`config.mk`:
```
export PLATFORM = sky130hd
export DESIGN_NAME = vector_serializer
export DESIGN_NICKNAME = d
export VERILOG_FILES = /design/src/rtl/vector_serializer.sv
export SDC_FILE = /design/constraint.sdc
export NUM_CORES = 1
export LEC_CHECK = 0
export CAP_MARGIN = 10
export CORE_ASPECT_RATIO = 1.4
export CORE_UTILIZATION = 54
export DETAILED_ROUTE_END_ITERATION = 6
export PLACE_DENSITY = 0.85
export SLEW_MARGIN = 20
export SYNTH_ARGS = -nofsm -noshare
export SYNTH_HDL_FRONTEND = slang
export SYNTH_SLANG_ARGS = --single-unit
```
`constraint.sdc`:
```
create_clock -name clk -period 12.45 [get_ports clk]
set_input_delay 3.1125 -clock clk [delete_from_list [all_inputs] [get_ports clk]]
set_output_delay 3.1125 -clock clk [all_outputs]
set_load 0.01 [all_outputs]
```
`src/rtl/vector_serializer.sv`:
```
// Ping-pong vector buffer that accepts a whole N-element vector in one cycle
// and emits it one element per cycle, oldest vector first.
module vector_serializer #(
  parameter  int BITS = 16,
  parameter  int N    = 10,
  localparam int IW   = $clog2(N)
) (
  input  logic            clk,
  input  logic            reset,
  input  logic            in_valid,
  output logic            in_ready,
  input  logic [BITS-1:0] a [N],
  output logic            out_valid,
  input  logic            out_ready,
  output logic [BITS-1:0] out_data,
  output logic [IW-1:0]   out_index,
  output logic            out_last,
  output logic [1:0]      pending
);

  localparam logic [IW-1:0] LAST = IW'(N - 1);

  logic [BITS-1:0] vbuf_q [2][N];
  logic [BITS-1:0] vbuf_d [2][N];
  logic            wr_q, wr_d, rd_q, rd_d;
  logic [1:0]      cnt_q, cnt_d;
  logic [IW-1:0]   idx_q, idx_d;
  logic            accept, xfer, retire;

  // Handshake flags derive only from registered state and reset, never from in_valid.
  assign in_ready  = !reset && (cnt_q < 2'd2);
  assign out_valid = !reset && (cnt_q != 2'd0);
  assign out_data  = out_valid ? vbuf_q[rd_q][idx_q] : '0;
  assign out_index = reset ? '0 : idx_q;
  assign out_last  = out_valid && (idx_q == LAST);
  assign pending   = cnt_q;

  always_comb begin
    accept = in_valid && in_ready;
    xfer   = out_valid && out_ready;
    retire = xfer && (idx_q == LAST);
    vbuf_d = vbuf_q;
    wr_d   = wr_q;
    rd_d   = rd_q;
    idx_d  = idx_q;
    if (accept) begin
      for (int i = 0; i < N; i++) vbuf_d[wr_q][i] = a[i];
      wr_d = ~wr_q;
    end
    if (xfer) begin
      idx_d = retire ? '0 : idx_q + 1'b1;
      if (retire) rd_d = ~rd_q;
    end
    cnt_d = cnt_q + {1'b0, accept} - {1'b0, retire};
  end

  always_ff @(posedge clk) begin
    if (reset) begin
      cnt_q <= '0;
      idx_q <= '0;
      wr_q  <= 1'b0;
      rd_q  <= 1'b0;
    end else begin
      cnt_q <= cnt_d;
      idx_q <= idx_d;
      wr_q  <= wr_d;
      rd_q  <= rd_d;
    end
  end

  // Buffer storage is deliberately not reset; the cleared count makes it unreachable.
  always_ff @(posedge clk) vbuf_q <= vbuf_d;

endmodule

```
### Word-level counts from Yosys, hierarchy flattened

Index checks and enable logic that the tools add are counted.

| storage, ports and cells | value |
|---|---|
| bits in registers | 328 |
| logic and storage cells | 87 |
| input bits | 164 |
| output and inout port bits | 25 |

| cells by class | value |
|---|---|
| reductions and logical operators | 10 |
| order comparisons | 5 |
| multiplexer cells | 39 |
| bitwise logic cells | 5 |
| add/sub/neg operators | 3 |
| eq/ne operators | 1 |

Operator list:

| kind | count |
|---|---|
| $bwmux W320 | 10 |
| $demux W160 S1 | 10 |
| $mux W160 | 4 |
| $mux W144 | 1 |
| $mux W128 | 1 |
| $mux W112 | 1 |
| $mux W96 | 1 |
| $mux W80 | 1 |
| $bmux W16 S4 | 1 |
| $mux W16 | 4 |
| $mux W64 | 1 |
| $mux W48 | 1 |
| $mux W32 | 1 |
| $mux W4 | 2 |
| $logic_and A1 B1 Y1 | 7 |
| $ge A5 B5 Y1 const B | 1 |
| $not A4 Y5 | 1 |
| $add A4 B1 Y4 const B | 1 |
| $eq A4 B4 Y1 const B | 1 |
| $ge A2 B2 Y1 const B | 2 |
| $not A1 Y2 | 2 |
| $add A2 B1 Y2 | 1 |
| $lt A2 B1 Y1 const B | 1 |
| $lt A2 B2 Y1 const B | 1 |
| other kinds (5) | 6 |

### Longest topological paths before layout

| depth | value |
|---|---|
| depth after elaboration | 15 |
| depth in mapped cells | 10 |
| gate-level depth less buffers | 8 |

### Least setup slack after synthesis

Ideal clock, no wire load.

| path | value |
|---|---|
| path type | input to register |
| start | input port reset |
| end | register vbuf_q[160] in the netlist's numbering, enable pin |
| buffers on the path | 0 |
| required time | 11.768 ns |
| arrival time | 10.109 ns |
| setup time | 0.682 ns |
| stages | 3 |
| path slack | 1.660 ns |
| cell sequence | nor2_1 > nand2_1 > nor2_1 |

| on the way | value |
|---|---|
| longest elaborated chain between the ends | 3 |

Ends and longest elaborated chain:

| what | line | source |
|---|---|---|
| start: declaration | 9 | `input logic reset,` |
| $logic_not A1 Y1 | 31 | `assign in_ready = !reset && (cnt_q < 2'd2);` |
| $logic_and A1 B1 Y1 | 31 |  |
| $logic_and A1 B1 Y1 | 39 | `accept = in_valid && in_ready;` |
| end signal: assignment | 72 | `always_ff @(posedge clk) vbuf_q <= vbuf_d;` |
| end: declaration | 23 | `logic [BITS-1:0] vbuf_q [2][N];` |

Every way passes these cells.
A chain may end at the register's enable or synchronous reset.

### Worst setup path after layout

| path | value |
|---|---|
| start | input port reset |
| end | output port out_data[10] |

| on the way | value |
|---|---|
| longest elaborated chain between the ends | 3 |

Ends and longest elaborated chain:

| what | line | source |
|---|---|---|
| $logic_not A1 Y1 | 32 | `assign out_valid = !reset && (cnt_q != 2'd0);` |
| $logic_and A1 B1 Y1 | 32 |  |
| $mux W16 | 33 | `assign out_data = out_valid ? vbuf_q[rd_q][idx_q] : '0;` |
| end: declaration | 15 | `output logic [BITS-1:0] out_data,` |

Every way passes these cells.

==> impl_metrics.ini <==
[timing]
setup_tns_ps = 0
relSlewSlack = 0.298
hold_slack_ps = 559
fin_worst_skew_ps = 7.14
final.min_clock_period_ps = 9530
worst_slew_pin_slew_ps = 1050
post-route-period-util = 0.766
setup_violations = 0
maxSlewViolCount = 0
rsz0062_at_grt = no
fmax_ghz = 0.105
hold_viol_final = 0

[synth]
synth_seq_cells = 328
async_flop_share = 0
netlist_instances = 611
synth-warning-count = 0
synth_cell_types = 36
syn_area_per_cell_um2 = 21.1
synth_top_flop_cell = edfxtp_1
ys_seq_area_frac = 0.758
syn-num-nets = 778
syn_area_um2 = 12900
synth_edf_count = 320

[clocking]
post_cts_buffers = 0
cts_htree_levels = 1
cts_tree = yes
root_buffer = clkbuf_16
cts_sinks = 328
cts_max_path_buffers = 3
clock_latency_ps = 540
ctsResizeCount = 0
numCtsBuffers = 29
path_clk_slew_ps = 70
postCtsHoldBufs = 0

[detailed_routing]
wl_um = 28300
avgRoutedWirePerCell_um = 24.9
drc = 0
drtPass1Iterations = 4
viasPerCell = 5.81
vias = 6615
drt-initial-drc-count = 561
drtAntennaViolNets = 0

[final_layout]
fillCellCount = 1423
syn2layout_area_growth_pct = 24.9
fin_util = 0.689
final_cell_mix = edfxtp_1, clkdlybuf4s50_1, mux4_2
fin_nets = 975
layout-drive-gt1-share = 0.179
final_common_cell = edfxtp_1

[run]
max_cap_viol_count = 0

[worst_setup_path]
end_kind = output pin
cp-start-kind = input port
cp_max_fo = 16
arrival_ps = 6420
path_class = in2out
critPathRequiredTime_ps = 9340

[power]
cellLeakagePower_nw = 5.21
p_total_w = 0.00239
ir_drop_mv = 0.125
p_per_area_nw_per_um2 = 149

[floorplan]
rows = 66
die_x_um = 133
start_util = 0.552
io_pins = 189
fp.dieH_um = 185
die_area_um2 = 24500
core_um2 = 23400

[grt]
grt_pass1_wl_um = 42100
gr-total-overflow = 0
antenna_found_initial = 3
grt_usage = 0.238
grt_max_degree = 72
grt_pass1_vias = 7155

[placement]
post-dp-hpwl_um = 18600
gp_congestion = 0.774
io_buffers = 188

[worst_hold_path]
min_path_type = reg2reg

[run_status]
outcome = finished, final reports clean
per-layer routing:
metal,global-route usage,part of all wire,vias up
met1,0.277,0.36,3390
met5,0,0.0011,-
li1,-,-,2897
met2,0.415,0.52,255
met3,0.0515,0.070,69
met4,0.126,0.050,4
final cells by class:
cell class,count,area (um2),share of cell area
clock inverter,22,303,0.0188
antenna,4,10.0,0.000622
inverter,17,63.8,0.00396
timing repair buffer,196,1940,0.121
clock buffer,30,729,0.0453
multi-input combinational,236,2900,0.180
sequential,328,9780,0.607
tap,306,383,0.0238
Yosys cell counts (2+ instances only):
cell	number	area, um2
a21oi_1	3	15.0
a22o_1	2	17.5
a22oi_1	3	22.5
and2_1	18	113
buf_1	4	15.0
buf_2	5	25.0
buf_4	2	15.0
buf_6	7	78.8
clkbuf_1	12	45.0
dfxtp_1	8	160
edfxtp_1	320	9610
ha_1	3	37.5
inv_1	16	60.1
mux2_2	14	158
mux2i_1	26	260
mux4_1	4	105
mux4_2	71	1600
nand2_1	17	63.8
nand2b_1	2	12.5
nand3_1	2	10.0
nor2_1	14	52.6
nor2b_1	24	150
o211ai_1	3	22.5
o21ai_0	2	10.0
o221ai_1	14	123
o311ai_1	2	17.5
or3_1	3	18.8
xor2_1	2	17.5
sequential cells by signal (all words and copies together) (netlist names):
register and cells:
pending 2, vbuf_q 320, wr_q 1, idx_q 4
rd_q 1
power by group:
| part | switching (W) | leakage, nW | internal [W] | total (W) |
|---|---|---|---|---|
| clock network | 0.000394 | 0.495 | 0.000572 | 0.000965 |
| registers | 0.0000149 | 3.01 | 0.00126 | 0.00128 |
| logic | 0.0000679 | 1.70 | 0.0000815 | 0.000149 |
critical path, stage by stage:
cell and delay (ps):
clkdlybuf4s50_1 750, o21bai_1 370, inv_1 230, nand4_1 770, o221ai_1 550, clkdlybuf4s50_1 620
cells by family (layout without fill, tap and decap cells):
kind of cell,Yosys count,in the layout,synth area share
AOI/OAI and AO/OA,30,30,0.0182
xor gates and xnor gates,3,3,0.00204
adders and majority gates,3,3,0.00291
buffers and inverters,47,265,0.0188
DFF,328,328,0.758
muxes,115,115,0.165
other,0,4,0
and+or+nand+nor,85,85,0.0354
worst paths after layout:
path	start	to	slack (ps)	depth (start not counted)
setup reg to reg	wr_q	vbuf_q[8]	9140	4
hold reg to reg	idx_q[2]	idx_q[3]	560	2
setup / recovery	reset	out_data[10]	2920	6
hold / removal	idx_q[2]	idx_q[3]	560	2
stage by stage:
stage               area, um2  std cells  setup WS (ps)
CTS                     16100       1135           2970
global route            16100       1136           2740
global placement        15100       1083           3150
finish                  16100       1139           2920
floorplan               12900        611           1660
detailed placement      15100       1083           3000
No activity file was read; power rests on OpenSTA's default activity.
